<file path="config.mk">
export PLATFORM = sky130hd
export DESIGN_NAME = e_stage_ctrl_md
export DESIGN_NICKNAME = d
export VERILOG_FILES = /design/src/rtl/e_stage_ctrl_md_pkg.sv /design/src/rtl/e_stage_ctrl_md_md_seq.sv /design/src/rtl/e_stage_ctrl_md.sv
export SDC_FILE = /design/constraint.sdc
export NUM_CORES = 1
export LEC_CHECK = 0
export CAP_MARGIN = 20
export CORE_MARGIN = 2
export CORE_UTILIZATION = 33
export DETAILED_ROUTE_END_ITERATION = 12
export GPL_TIMING_DRIVEN = 0
export HOLD_SLACK_MARGIN = 0.12
export PLACE_DENSITY_LB_ADDON = 0.05
export REMOVE_ABC_BUFFERS = 1
export SYNTH_ARGS = -nofsm -noshare
export SYNTH_HDL_FRONTEND = slang
export SYNTH_SLANG_ARGS = --single-unit
</file>
<file path="constraint.sdc">
create_clock -name clk -period 2.9 [get_ports clk]
set_clock_uncertainty 0.15 [all_clocks]
set_input_delay 0.58 -clock clk [delete_from_list [all_inputs] [get_ports clk]]
set_output_delay 0.58 -clock clk [all_outputs]
set_load 0.005 [all_outputs]
</file>
<file path="src/rtl/e_stage_ctrl_md_pkg.sv">
// e_stage_ctrl_md_pkg: opcode/funct constants and control encodings shared by the pipeline controllers
package e_stage_ctrl_md_pkg;
  localparam logic [5:0] OP_R     = 6'h00;
  localparam logic [5:0] OP_JAL   = 6'h03;
  localparam logic [5:0] OP_BEQ   = 6'h04;
  localparam logic [5:0] OP_BNE   = 6'h05;
  localparam logic [5:0] OP_ADDI  = 6'h08;
  localparam logic [5:0] OP_ADDIU = 6'h09;
  localparam logic [5:0] OP_SLTI  = 6'h0a;
  localparam logic [5:0] OP_SLTIU = 6'h0b;
  localparam logic [5:0] OP_ANDI  = 6'h0c;
  localparam logic [5:0] OP_ORI   = 6'h0d;
  localparam logic [5:0] OP_XORI  = 6'h0e;
  localparam logic [5:0] OP_LUI   = 6'h0f;
  localparam logic [5:0] OP_LB    = 6'h20;
  localparam logic [5:0] OP_LH    = 6'h21;
  localparam logic [5:0] OP_LW    = 6'h23;
  localparam logic [5:0] OP_SB    = 6'h28;
  localparam logic [5:0] OP_SH    = 6'h29;
  localparam logic [5:0] OP_SW    = 6'h2b;
  localparam logic [5:0] F_MFHI  = 6'h10;
  localparam logic [5:0] F_MTHI  = 6'h11;
  localparam logic [5:0] F_MFLO  = 6'h12;
  localparam logic [5:0] F_MTLO  = 6'h13;
  localparam logic [5:0] F_MULT  = 6'h18;
  localparam logic [5:0] F_MULTU = 6'h19;
  localparam logic [5:0] F_DIV   = 6'h1a;
  localparam logic [5:0] F_DIVU  = 6'h1b;
  localparam logic [5:0] F_ADD   = 6'h20;
  localparam logic [5:0] F_ADDU  = 6'h21;
  localparam logic [5:0] F_SUB   = 6'h22;
  localparam logic [5:0] F_SUBU  = 6'h23;
  localparam logic [5:0] F_AND   = 6'h24;
  localparam logic [5:0] F_OR    = 6'h25;
  localparam logic [5:0] F_XOR   = 6'h26;
  localparam logic [5:0] F_SLT   = 6'h2a;
  localparam logic [5:0] F_SLTU  = 6'h2b;
  typedef enum logic [3:0] {
    ALU_ADD  = 4'd0,
    ALU_SUB  = 4'd1,
    ALU_OR   = 4'd2,
    ALU_LUI  = 4'd3,
    ALU_AND  = 4'd4,
    ALU_SLT  = 4'd5,
    ALU_SLTU = 4'd6,
    ALU_XOR  = 4'd7
  } alu_op_t;
  typedef enum logic [1:0] {D2_RDATA2 = 2'd0, D2_SEXT = 2'd1, D2_ZEXT = 2'd2} data2_sel_t;
  typedef enum logic [1:0] {WD_ALU = 2'd0, WD_MEM = 2'd1, WD_PC8 = 2'd2, WD_MDU = 2'd3} wdata_sel_t;
  typedef enum logic [1:0] {MD_MULT = 2'd0, MD_MULTU = 2'd1, MD_DIV = 2'd2, MD_DIVU = 2'd3} md_op_t;
  typedef enum logic {MD_IDLE = 1'b0, MD_BUSY = 1'b1} md_state_t;
endpackage

</file>
<file path="src/rtl/e_stage_ctrl_md_md_seq.sv">
// e_stage_ctrl_md_md_seq: mult/div occupancy FSM with busy countdown
module e_stage_ctrl_md_md_seq import e_stage_ctrl_md_pkg::*; #(
  parameter int MULT_CYCLES = 5,
  parameter int DIV_CYCLES  = 10
) (
  input  logic         clk,
  input  logic         reset,
  input  logic         start,
  input  logic [1:0]   op,
  output logic         busy
);
  localparam int CW = $clog2(DIV_CYCLES + 1);
  md_state_t state, state_n;
  logic [CW-1:0] cnt, cnt_n;
  // state and countdown registers
  always_ff @(posedge clk) begin
    if (reset) begin
      state <= MD_IDLE;
      cnt   <= '0;
    end else begin
      state <= state_n;
      cnt   <= cnt_n;
    end
  end
  // load the latency on start, count down while busy, release when the last cycle expires
  always_comb begin
    state_n = state;
    cnt_n   = cnt;
    if (state == MD_IDLE) begin
      state_n = start ? MD_BUSY : MD_IDLE;
      cnt_n   = !start ? cnt : (op inside {MD_DIV, MD_DIVU}) ? CW'(DIV_CYCLES) : CW'(MULT_CYCLES);
    end else begin
      state_n = (cnt == CW'(1)) ? MD_IDLE : MD_BUSY;
      cnt_n   = cnt - 1'b1;
    end
  end
  assign busy = (state == MD_BUSY);
endmodule

</file>
<file path="src/rtl/e_stage_ctrl_md.sv">
// e_stage_ctrl_md: E-stage decode plus mult/div start, busy and D-stage stall control
module e_stage_ctrl_md import e_stage_ctrl_md_pkg::*; #(
  parameter int MULT_CYCLES = 5,
  parameter int DIV_CYCLES  = 10,
  parameter int ALU_OP_W    = 4
) (
  input  logic                clk,
  input  logic                reset,
  input  logic [31:0]         E_instruction,
  input  logic                E_valid,
  input  logic                D_is_md,
  output logic [ALU_OP_W-1:0] E_op,
  output logic [1:0]          s_E_data2,
  output logic [15:0]         E_imm16,
  output logic [1:0]          E_T_new,
  output logic [4:0]          E_Wreg,
  output logic                E_GRF_WE,
  output logic [1:0]          s_E_GRF_Wdata,
  output logic                E_is_LW,
  output logic                E_is_SW,
  output logic                md_start,
  output logic [1:0]          md_op,
  output logic [1:0]          hilo_we,
  output logic                md_busy,
  output logic                stall_md
);
  logic [5:0] opcode, funct;
  logic [4:0] rt, rd, wr;
  logic unused_fields;
  alu_op_t op;
  data2_sel_t d2;
  logic rw, iw, ld, st, jl, mf, arith, mth, mtl, we;
  assign opcode        = E_instruction[31:26];
  assign funct         = E_instruction[5:0];
  assign rt            = E_instruction[20:16];
  assign rd            = E_instruction[15:11];
  assign unused_fields = ^{E_instruction[25:21], E_instruction[10:6]};
  // classify the instruction; anything unrecognised stays a nop
  always_comb begin
    op    = ALU_ADD;
    d2    = D2_RDATA2;
    rw    = 1'b0;
    iw    = 1'b0;
    ld    = 1'b0;
    st    = 1'b0;
    jl    = 1'b0;
    mf    = 1'b0;
    arith = 1'b0;
    mth   = 1'b0;
    mtl   = 1'b0;
    case (opcode)
      OP_R: case (funct)
        F_ADD, F_ADDU: rw = 1'b1;
        F_SUB, F_SUBU: begin rw = 1'b1; op = ALU_SUB; end
        F_AND:         begin rw = 1'b1; op = ALU_AND; end
        F_OR:          begin rw = 1'b1; op = ALU_OR; end
        F_XOR:         begin rw = 1'b1; op = ALU_XOR; end
        F_SLT:         begin rw = 1'b1; op = ALU_SLT; end
        F_SLTU:        begin rw = 1'b1; op = ALU_SLTU; end
        F_MFHI, F_MFLO: mf = 1'b1;
        F_MTHI:        mth = 1'b1;
        F_MTLO:        mtl = 1'b1;
        F_MULT, F_MULTU, F_DIV, F_DIVU: arith = 1'b1;
        default: ;
      endcase
      OP_ADDI, OP_ADDIU: begin iw = 1'b1; d2 = D2_SEXT; end
      OP_SLTI:  begin iw = 1'b1; d2 = D2_SEXT; op = ALU_SLT; end
      OP_SLTIU: begin iw = 1'b1; d2 = D2_SEXT; op = ALU_SLTU; end
      OP_ANDI:  begin iw = 1'b1; d2 = D2_ZEXT; op = ALU_AND; end
      OP_ORI:   begin iw = 1'b1; d2 = D2_ZEXT; op = ALU_OR; end
      OP_XORI:  begin iw = 1'b1; d2 = D2_ZEXT; op = ALU_XOR; end
      OP_LUI:   begin iw = 1'b1; d2 = D2_ZEXT; op = ALU_LUI; end
      OP_LW, OP_LH, OP_LB: begin ld = 1'b1; d2 = D2_SEXT; end
      OP_SW, OP_SH, OP_SB: begin st = 1'b1; d2 = D2_SEXT; end
      OP_BEQ, OP_BNE: op = ALU_SUB;
      OP_JAL: jl = 1'b1;
      default: ;
    endcase
  end
  assign we            = rw | mf | iw | ld | jl;
  assign wr            = (rw | mf) ? rd : (iw | ld) ? rt : jl ? 5'd31 : 5'd0;
  assign E_op          = ALU_OP_W'(op);
  assign s_E_data2     = d2;
  assign E_imm16       = E_instruction[15:0];
  assign E_T_new       = !E_valid ? 2'd0 : ld ? 2'd2 : (rw | mf | iw) ? 2'd1 : 2'd0;
  assign E_GRF_WE      = E_valid & we;
  assign E_Wreg        = E_GRF_WE ? wr : 5'd0;
  assign s_E_GRF_Wdata = ld ? WD_MEM : jl ? WD_PC8 : mf ? WD_MDU : WD_ALU;
  assign E_is_LW       = E_valid & ld;
  assign E_is_SW       = E_valid & st;
  assign md_start      = E_valid & arith & ~md_busy;
  assign md_op         = funct[1:0];
  assign hilo_we       = {2{E_valid & ~md_busy}} & {mth, mtl};
  assign stall_md      = D_is_md & (md_busy | md_start);
  e_stage_ctrl_md_md_seq #(.MULT_CYCLES(MULT_CYCLES), .DIV_CYCLES(DIV_CYCLES)) u_seq (
    .clk   (clk),
    .reset (reset),
    .start (md_start),
    .op    (md_op),
    .busy  (md_busy)
  );
endmodule

</file>
---- Word-level counts from Yosys, hierarchy flattened ----
Cells that the tools add are included.
storage, ports and cells
  output and inout port bits .............. 41
  logic and storage cells ................. 101
  flip-flop bits (word level) ............. 5
  input bits .............................. 36
operators by class
  $add $sub $neg .......................... 1
  bitwise logic cells ..................... 15
  multiplexer cells ....................... 33
  eq/ne operators ......................... 37
  reductions and logical operators ........ 13
operator list
  kind                number
  $eq 6x6->1 const B  15
  $eq 6x4->1 const B  8
  $eq 6x5->1 const B  8
  $pmux 3 s8          1
  $mux 5              4
  $mux 1              18
  $pmux 3 s6          1
  $eq 6x3->1 const B  2
  $mux 4              3
  $mux 2              5
  $reduce_or 10->1    1
  $reduce_or 9->1     1
  $reduce_or 4->1     2
  $reduce_or 8->1     1
  $and 1x1->1         7
  $eq 6x2->1 const B  1
  $logic_not 6->1     1
  $or 1x1->1          6
  $reduce_or 2->1     3
  $reduce_or 3->1     2
  $eq 2x2->1 const B  2
  $eq 4x1->1 const B  1
  $pmux 2 s2          1
  $reduce_bool 2->1   2
  other kinds (3)     3

---- Logic depth before layout (Yosys ltp) ----
Gate-level depths: netlist (run 1).
  depth after elaboration ................. 10
  mapped depth ............................ 6
  mapped depth without buffers ............ 6

---- Hierarchy ----
Synthesis (run 1) repeated with hierarchy kept, for this count alone.
unflattened totals
  cells, all modules ...................... 134
  area, all modules ....................... 969.7 um^2
by module, submodules not included
  module                  times used  area an instance (um^2)  sequential area each (um^2)  cells each
  e_stage_ctrl_md         1           684.4                    0.0                          101
  e_stage_ctrl_md_md_seq  1           285.3                    100.1                        33

---- Worst setup path after synthesis (run 1) ----
No wires, ideal clock.
  path kind ............................... input-to-output
  start ................................... input port E_instruction[30]
  end ..................................... output port E_Wreg[0]
  stages on the path ...................... 5
  setup slack ............................. 0.139 ns
  buffers on the path ..................... 1
  required time ........................... 2.170 ns
  data arrival time ....................... 2.031 ns
  cells stage by stage .................... buf_2 or4b_2 o22ai_1 a311o_2 o221a_2
on the way
  longest elaborated chain between the ends .. 8
  elaborated cells between the ends (all ways) .. 30
  classes of those cells .................. 12 x eq/ne; 9 x mux; 6 x bitwise; 3 x reduce/logical
RTL lines
  item                                                        RTL line                                      source
  start, declared                                             e_stage_ctrl_md.sv:9                          input logic [31:0] E_instruction,
  $eq 6x4->1 / $logic_not 6->1 (equally long branches)        e_stage_ctrl_md.sv:51                         case (opcode)
  $reduce_or 8->1 (no line) / $mux 1 (equally long branches)  n/a
  $mux 1 / $or 1x1->1 (equally long branches)                 e_stage_ctrl_md.sv:51, e_stage_ctrl_md.sv:80
  $or 1x1->1 (2 in series)                                    e_stage_ctrl_md.sv:80                         assign we = rw | mf | iw | ld | jl;
  $or 1x1->1 *                                                e_stage_ctrl_md.sv:80
  $and 1x1->1 *                                               e_stage_ctrl_md.sv:86                         assign E_GRF_WE = E_valid & we;
  net E_GRF_WE                                                e_stage_ctrl_md.sv:17                         output logic E_GRF_WE,
  $mux 5 *                                                    e_stage_ctrl_md.sv:87                         assign E_Wreg = E_GRF_WE ? wr : 5'd0;
  end, declared                                               e_stage_ctrl_md.sv:16                         output logic [4:0] E_Wreg,
The timed path passes the listed nets; every way through them passes the cells marked *.

---- Worst setup path after layout (run 1) ----
  start ................................... input port E_instruction[30]
  end ..................................... output port E_Wreg[4]
on the way
  longest elaborated chain between the ends .. 8
  elaborated cells between the ends (all ways) .. 30
  classes of those cells .................. 12 x eq/ne; 9 x mux; 6 x bitwise; 3 x reduce/logical
RTL lines
  item                                                        RTL line
  $eq 6x4->1 / $logic_not 6->1 (equally long branches)        e_stage_ctrl_md.sv:51
  $reduce_or 8->1 (no line) / $mux 1 (equally long branches)  n/a
  $mux 1 / $or 1x1->1 (equally long branches)                 e_stage_ctrl_md.sv:51, e_stage_ctrl_md.sv:80, e_stage_ctrl_md.sv:81
  $or 1x1->1 (3 in series)                                    e_stage_ctrl_md.sv:80
  $and 1x1->1                                                 e_stage_ctrl_md.sv:86
  $mux 5 *                                                    e_stage_ctrl_md.sv:87
Every way passes the cells marked *; elsewhere a longest branch is shown, timed or not.

==> flow_summary_export.csv, run 1 <==
group,metric,value,unit
status,status,"finished, final reports clean",
floorplanning,ios,77,
floorplanning,core_area,2758,um2
sta,slew_viol_final,0,
critical_path,arrival,2.12,ns
yosys,synth_top_area_frac,0.1554,
placement,dp_cells,197,
yosys,seq_area_frac_synth,0.1036,
drt,drtPass1Iterations,4,
placement,place_congestion,0.8077,
floorplanning,rows,19,
grt,grt_overflow,0,
cts,cts_tree,"yes",
sta,finalWorstSetupSlack,0.04593,ns
finish,final_layout_size_suffix_gt1_frac,0.3202,
yosys,synth_ff_type,"dfxtp_1",
critical_path,crit_required,2.17,ns
yosys,synth_seq_cells,5,
critical_path,worst_setup_path_start_kind,"primary input",
finish,fin_util,0.5481,
cts,path_clk_slew,0.04,ns
drt,via_count,1161,
yosys,synth_top_area_cell,"buf_4",
sta,timing.final.crit_period,2.854,ns
floorplanning,start_util,0.3503,
floorplanning,die_area,3376,um2
pwr,power.leakage,0.6473,nW
placement,place_ws,-1.258,ns
critical_path,critPathMaxFanout,10,
grt,grt_max_degree,16,
finish,nNetsFinal,217,
yosys,netlist_top_cells_area,"buf_4 16%, dfxtp_1 10%, o221a_2 5.8%",
cts,clk_latency,0.25,ns
yosys,synthArstFlopShare,0,
critical_path,critical_path_class,"primary input to output pin",
drt,routedWlPerCell,15.34,um
cts,cts.sinks,5,
drt,viasPerCell,5.555,
cts,cts_max_level,1,
hold_path,hold_path_class,"register to register",
finish,antenna_cells,0,
placement,portBuffers,60,
cts,cts_root_buf,"clkbuf_4",
finish,syn2layout_area_growth,56.48,%
yosys,netlist_area,965.9,um2
grt,globalRouteTotalUtil,0.1884,
yosys,yosys_warnings,0,
drt,route.detailed.drc,0,
sta,timing.final.crit_share,0.9842,
yosys,synth_cell_types,48,
yosys,synth_cells,133,
floorplanning,die_y,58.10,um
grt,antenna_found_initial,0,
grt,grt_pass1_wl,5.057,mm
cts,hold_buffers,0,
drt,postRouteAntennaNets,0,
sta,max_freq,350.4,MHz
job,max-cap-violations,0,
yosys,synth_edf_count,0,
cts,clockBufferDepth,2,
drt,wirelength,3.206,mm
sta,final_hold_viol_count,0,
finish,stdcell_count,209,
yosys,synth.avg_cell_area,7.263,um2
placement,dp_hpwl,2.339,mm
critical_path,crit_path_end_kind,"output pin",
cts,cts_buffers,3,
floorplanning,fp.dieW,58.10,um
finish,fillCellCount,282,
pwr,powerDensity,189.5,nW/um2
pwr,ir_worst_vdd,0.0002183,V
grt,grt_pass1_vias,1101,
sta,finalSetupViolations,0,
drt,drt_iter0_markers,23,
critical path: stages:
cell	delay, ns
clkbuf_4	0.16
or4b_4	0.55
o22ai_4	0.14
a311o_2	0.20
buf_4	0.13
o221a_2	0.16
clkdlybuf4s15_1	0.20
cells by family after synthesis:
family,after synthesis,share of synthesized area
simple gates,49,0.3005
buf+inv,35,0.2241
xor+xnor,1,0.009069
flops,5,0.1036
fa+ha+maj,2,0.02590
compound gates,38,0.3122
other cells,1,0.003882
mux,2,0.02073
synth_stat cells, types with 3 or more instances:
cell type,instances
nor2b_1,3
nand3_1,4
a21oi_1,8
nor3b_1,3
clkbuf_1,4
nand2_1,7
o22ai_1,3
inv_1,8
a31oi_1,3
nor3_1,4
buf_4,20
nor4_1,3
dfxtp_1,5
nor2_1,9
o221a_2,5
stage by stage:
stage               hold WS (ns)  instance area (um2)  power, mW  setup TNS (ns)
floorplan                 0.3364                779.5     0.1061               0
global placement          0.3813                 1419     0.1980          -15.74
detailed placement        0.4017                 1419     0.1982          -16.10
CTS                       0.4219                 1496     0.2831         -0.2015
global route              0.4713                 1511     0.3040       -0.008993
finish                    0.4128                 1511     0.2865               0
per-layer routing:
layer / part of all wire / vias up / routed length (um) / GRT usage
li1: - / 574 / - / -
met5: 0 / - / 0 / 0
met3: 0.063 / 2 / 202 / 0.04688
met1: 0.44 / 535 / 1395 / 0.2490
met4: 0.0044 / 0 / 14 / 0.03654
met2: 0.50 / 50 / 1594 / 0.3117
state kept, by name, indices dropped and copies added (netlist names):
signal / flops
u_seq.busy: 1
u_seq.cnt: 4
cell type report:
cell class,instances,area (um2),area share
sequential,5,100.1,0.06623
multi-input combinational,93,743.2,0.4917
tap,31,38.79,0.02566
clock buffer,4,26.28,0.01738
inverter,8,30.03,0.01987
timing repair buffer,68,573.1,0.3791
placed cells by master (no fill, tap or decap), types with 2 or more instances in the layout:
master           Yosys  layout
ha_1                 2       2
clkdlybuf4s15_2      0       2
nor3_4               0       2
nand3b_1             2       2
nor3b_1              3       2
a21oi_1              8       8
buf_4               20       9
clkbuf_2             0       9
nand3_1              4       4
o211a_1              2       2
a21o_1               2       2
dfxtp_1              5       5
inv_1                8       8
nor2b_1              3       2
dlygate4sd2_1        0       6
o31a_1               2       2
nor2_1               9       8
nor4_1               3       2
a31oi_1              3       3
nand2b_1             2       2
o41ai_1              2       2
and2_1               2       2
clkdlybuf4s50_1      0      31
clkbuf_4             0       4
or4b_4               1       2
nor3_1               4       2
buf_2                2       7
o221a_2              5       4
nand2_1              7       6
report_power, final:
| group | internal (mW) | switching, mW | total (mW) | leakage, nW |
|---|---|---|---|---|
| Combinational | 0.0713 | 0.0620 | 0.133 | 0.592 |
| Clock | 0.0522 | 0.0318 | 0.0841 | 0.0150 |
| Sequential | 0.0690 | 0.000103 | 0.0691 | 0.0403 |
| Total | 0.193 | 0.0939 | 0.286 | 0.647 |
timing repair:
item / in CTS / in global routing
pin swaps: 5 / 7
buffers inserted: 4 / 4
resized for setup: 76 / 33
endpoints found under the setup margin: 20 / 13
path summary, 6_finish.rpt:
check	startpoint	to	slack, ns	depth (start not counted)
max	E_instruction[30]	E_Wreg[4]	0.05	7
min	u_seq.cnt[0]	u_seq.cnt[0]	0.41	1
max reg2reg	u_seq.busy	u_seq.busy	1.47	3
min reg2reg	u_seq.cnt[0]	u_seq.cnt[0]	0.41	1
(Power assumes the default switching activity.)
==> inputs of run 2 (changes only) <==
Settings changed: SYNTH_HIERARCHICAL set to 1.
==> flow_summary_export.csv, run 2 <==
group,metric,value,unit
pwr,sw_frac_of_total,0.3183,
pwr,pwr-share-clk,0.276,
pwr,power,0.2990,mW
floorplanning,start_util,0.3486,
cts,hold_buffers,0,
grt,grt_pass1_vias,1162,
yosys,synth_cells,134,
drt,drt_iter0_markers,21,
cts,cts_root_buf,"clkbuf_4",
finish,final_common_cell,"clkdlybuf4s50_1",
pwr,power.leakage,0.6779,nW
grt,grt_overflow,0,
status,status,"finished, final reports clean",
drt,via_count,1200,
floorplanning,ios,77,
floorplanning,core_area,2781,um2
yosys,synth_ff_type,"dfxtp_1",
floorplanning,die_y,58.21,um
yosys,synth_common_cells,"20 x buf_4, 10 x nor3_1, 8 x nor2b_1",
grt,grtUsageMet2,0.3263,
placement,portBuffers,60,
sta,finalSetupViolations,0,
cts,path_clk_slew,0.04,ns
cts,cts_tree,"yes",
sta,hold_ws,0.3797,ns
job,max-cap-violations,0,
grt,use_met1,0.2224,
sta,slew_viol_final,0,
finish,largest_reg_flops,4,
yosys,synth_seq_cells,5,
finish,final_cell_mix,"33 x clkdlybuf4s50_1, 19 x buf_4, 10 x nor3_1, 10 x buf_2, 8 x dlygate4sd2_1",
yosys,synth.avg_cell_area,7.236,um2
critical_path,crit_required,2.17,ns
cts,clockBufferDepth,2,
finish,syn2layout_area_growth,66.19,%
critical_path,critPathMaxFanout,9,
cts,cts_max_level,1,
sta,timing.final.crit_period,2.840,ns
critical_path,critical_path_class,"primary input to output pin",
hold_path,hold_path_class,"register to register",
yosys,synthArstFlopShare,0,
placement,place_congestion,0.7592,
cts,cts_buffers,3,
yosys,synth_top_area_frac,0.1548,
yosys,seq_area_frac_synth,0.1032,
pwr,powerDensity,185.6,nW/um2
drt,postRouteAntennaNets,0,
finish,final_layout_size_suffix_gt1_frac,0.3085,
grt,grt_pass1_wl,5.043,mm
yosys,synth_top_area_cell,"buf_4",
pwr,pwr-share-comb,0.493,
pwr,ir_worst_vdd,0.0002820,V
sta,final_hold_viol_count,0,
grt,globalRouteTotalUtil,0.1871,
pwr,power.internal,0.2039,mW
floorplanning,die_area,3388,um2
pwr,p_seq_frac,0.231,
yosys,netlist_top_cells_area,"buf_4 15%, dfxtp_1 10%, o32ai_1 5.4%",
cts,cts.sinks,5,
finish,nNetsFinal,227,
grt,use_met3,0.06696,
sta,tns,0,ns
yosys,yosys_warnings,6,
finish,largest_register,"u_seq/cnt",
critical_path,crit_path_end_kind,"output pin",
yosys,synth.most_common_cell,"buf_4",
sta,timing.final.crit_share,0.9792,
pwr,power_switching,0.09518,mW
drt,routedWlPerCell,14.08,um
drt,drtPass1Iterations,4,
floorplanning,rows,19,
critical_path,arrival,2.11,ns
cts,clk_latency,0.24,ns
placement,dp_hpwl,2.297,mm
drt,viasPerCell,5.479,
yosys,synth_edf_count,0,
yosys,netlist_area,969.7,um2
drt,wirelength,3.084,mm
sta,max_freq,352.2,MHz
floorplanning,fp.dieW,58.21,um
grt,grt.busiest_layer,"met2",
yosys,synth_cell_types,47,
critical_path,worst_setup_path_start_kind,"primary input",
grt,grt_max_degree,17,
grt,antenna_found_initial,0,
drt,route.detailed.drc,0,
finish,antenna_cells,0,
==> run 2: per-stage QoR <==
stage / cells / setup slack [ns] / instance area [um2] / utilization
after floorplan: 106 / 0.5297 / 769.5 / -
after global placement: 197 / -0.7964 / 1409 / 0.5065
after detailed placement: 197 / -0.8254 / 1409 / 0.5065
after CTS: 212 / -0.1279 / 1560 / 0.5610
after global routing: 219 / -0.01076 / 1612 / 0.5794
final: 219 / 0.06034 / 1612 / 0.5794
==> run 2: final cells by class <==
cell class	instances	area, um2
fillers	271	1170
multi-input cells	94	726.9
repair buffers	78	690.7
flip-flops and latches	5	100.1
well taps	31	38.79
inverters	7	28.78
clock buffers	4	26.28
==> run 2: critical path: stages <==
cell,delay (ns)
buf_8,0.11
or4_4,0.55
nor3_4,0.19
buf_4,0.16
nand3_2,0.08
buf_4,0.14
a31oi_1,0.16
clkbuf_2,0.13
==> run 2: path summary, 6_finish.rpt <==
kind | startpoint | endpoint | slack [ns] | depth (start not counted)
max | E_instruction[29] | E_T_new[0] | 0.06 | 8
min | u_seq/cnt[3] | u_seq/cnt[3] | 0.38 | 2
max reg2reg | u_seq/busy | u_seq/cnt[2] | 1.20 | 5
min reg2reg | u_seq/cnt[3] | u_seq/cnt[3] | 0.38 | 2
==> run 2: metal layers <==
| layer | share of wire | vias to the layer above |
|---|---|---|
| li1 | - | 589 |
| met1 | 0.44 | 542 |
| met2 | 0.46 | 67 |
| met3 | 0.098 | 2 |
| met4 | 0.0071 | 0 |
| met5 | 0 | - |
==> run 2: cells by family after synthesis <==
group	after synthesis	synth area share
mux	2	0.02065
flops	5	0.1032
xor+xnor	1	0.009034
buf+inv	35	0.2335
compound gates	37	0.2735
fa+ha+maj	2	0.02580
other cells	1	0.003867
simple gates	51	0.3303
==> run 2: repair_timing <==
item                                    in CTS  in global routing
gates cloned                                 0                  0
endpoints found under the setup margin      21                 10
endpoints found under the hold margin        0                  0
pin swaps                                   10                  6
setup buffers                               13                  9
resized for setup                           95                 19
==> run 2: power groups by stage <==
stage	clock (mW)	sequential, mW	combinational [mW]
final	0.0826	0.0691	0.147
after global routing	0.0931	0.0690	0.159
after CTS	0.0858	0.0691	0.139
after detailed placement	0	0.0704	0.132
after global placement	0	0.0704	0.130
after floorplan	0	0.0703	0.0385
==> inputs of run 3 (changes only) <==
Settings changed: MAX_ROUTING_LAYER set to met4.
==> flow_summary_export.csv, run 3 (synthesis results as in run 2) <==
group,metric,value,unit
drt,drtPass1Iterations,4,
sta,tns,0,ns
cts,cts_buffers,3,
grt,grt_pass1_vias,1163,
pwr,powerDensity,185.7,nW/um2
floorplanning,core_area,2781,um2
sta,slew_viol_final,0,
status,status,"finished, final reports clean",
floorplanning,fp.dieW,58.21,um
grt,grt_pass1_wl,5.037,mm
grt,grt_max_degree,17,
finish,antenna_cells,0,
floorplanning,start_util,0.3486,
floorplanning,die_area,3388,um2
grt,grt_overflow,0,
grt,globalRouteTotalUtil,0.1927,
pwr,pwr-share-clk,0.276,
placement,place_congestion,0.7692,
cts,path_clk_slew,0.04,ns
finish,largest_reg_flops,4,
placement,portBuffers,60,
drt,route.detailed.drc,0,
drt,via_count,1200,
job,max-cap-violations,0,
cts,cts_max_level,1,
critical_path,crit_path_end_kind,"output pin",
sta,hold_ws,0.3805,ns
pwr,p_seq_frac,0.231,
finish,final_layout_size_suffix_gt1_frac,0.3085,
drt,postRouteAntennaNets,0,
finish,final_common_cell,"clkdlybuf4s50_1",
floorplanning,rows,19,
finish,syn2layout_area_growth,66.19,%
sta,final_hold_viol_count,0,
pwr,pwr-share-comb,0.493,
cts,hold_buffers,0,
cts,cts_root_buf,"clkbuf_4",
critical_path,crit_required,2.17,ns
pwr,ir_worst_vdd,0.0002820,V
placement,dp_hpwl,2.297,mm
sta,timing.final.crit_share,0.9792,
cts,clk_latency,0.24,ns
drt,wirelength,3.105,mm
critical_path,worst_setup_path_start_kind,"primary input",
drt,routedWlPerCell,14.18,um
sta,timing.final.crit_period,2.840,ns
pwr,power.leakage,0.6779,nW
pwr,power.internal,0.2039,mW
drt,viasPerCell,5.479,
floorplanning,ios,77,
finish,final_cell_mix,"33 x clkdlybuf4s50_1, 19 x buf_4, 10 x nor3_1, 10 x buf_2, 8 x dlygate4sd2_1",
grt,antenna_found_initial,0,
cts,cts.sinks,5,
sta,finalSetupViolations,0,
pwr,power_switching,0.09542,mW
finish,nNetsFinal,227,
critical_path,critical_path_class,"primary input to output pin",
cts,cts_tree,"yes",
critical_path,arrival,2.11,ns
critical_path,critPathMaxFanout,9,
pwr,sw_frac_of_total,0.3188,
hold_path,hold_path_class,"register to register",
sta,max_freq,352.1,MHz
drt,drt_iter0_markers,17,
floorplanning,die_y,58.21,um
finish,largest_register,"u_seq/cnt",
cts,clockBufferDepth,2,
## run 3: cell counts in the layout (fill, tap and decap cells not counted)
Identical to the previous run, type by type.
## run 3: worst max-delay path: stages
cell	delay, ns
buf_8	0.11
or4_4	0.55
nor3_4	0.19
buf_4	0.16
nand3_2	0.08
buf_4	0.14
a31oi_1	0.16
clkbuf_2	0.13
## run 3: worst paths after layout
| kind | startpoint | end | slack, ns | cells past startpoint |
|---|---|---|---|---|
| max | E_instruction[29] | E_T_new[0] | 0.06 | 8 |
| max reg2reg | u_seq/busy | u_seq/cnt[2] | 1.20 | 5 |
| min reg2reg | u_seq/cnt[3] | u_seq/cnt[3] | 0.38 | 2 |
| min | u_seq/cnt[3] | u_seq/cnt[3] | 0.38 | 2 |
## run 3: stage by stage
step                      utilization  power (mW)  instances  worst slack, ns  area [um2]
after detailed placement       0.5065      0.2029        197          -0.8254        1409
after floorplan                     -      0.1088        106           0.5297       769.5
after global routing           0.5794      0.3210        219         -0.01076        1612
after global placement         0.5065      0.2008        197          -0.7964        1409
after CTS                      0.5610      0.2935        212          -0.1279        1560
final                          0.5794      0.2993        219          0.06025        1612
## run 3: timing repair
item                       in CTS  in global routing
pin swaps                      10                  6
gates resized for setup        95                 19
buffers inserted               13                  9
setup endpoints to repair      21                 10
## run 3: power groups by stage
stage	Combinational, mW	Clock, mW	Sequential (mW)
after floorplan	0.0385	0	0.0703
after global placement	0.130	0	0.0704
after detailed placement	0.132	0	0.0704
after CTS	0.139	0.0858	0.0691
after global routing	0.159	0.0931	0.0690
final	0.148	0.0825	0.0691
## run 3: layer usage
layer / vias to the layer above / wire length [um] / global-route usage
met4: 0 / 22 / 0.03322
met3: 2 / 275 / 0.05804
met5: - / 0 / -
met2: 69 / 1420 / 0.3263
li1: 589 / - / -
met1: 540 / 1386 / 0.2278
## run 3: area by class of cell
cell class / count / area (um2)
Multi-Input combinational cell: 94 / 726.9
Timing Repair Buffer: 78 / 690.7
Fill cell: 271 / 1170
Sequential cell: 5 / 100.1
Tap cell: 31 / 38.79
Inverter: 7 / 28.78
Clock buffer: 4 / 26.28
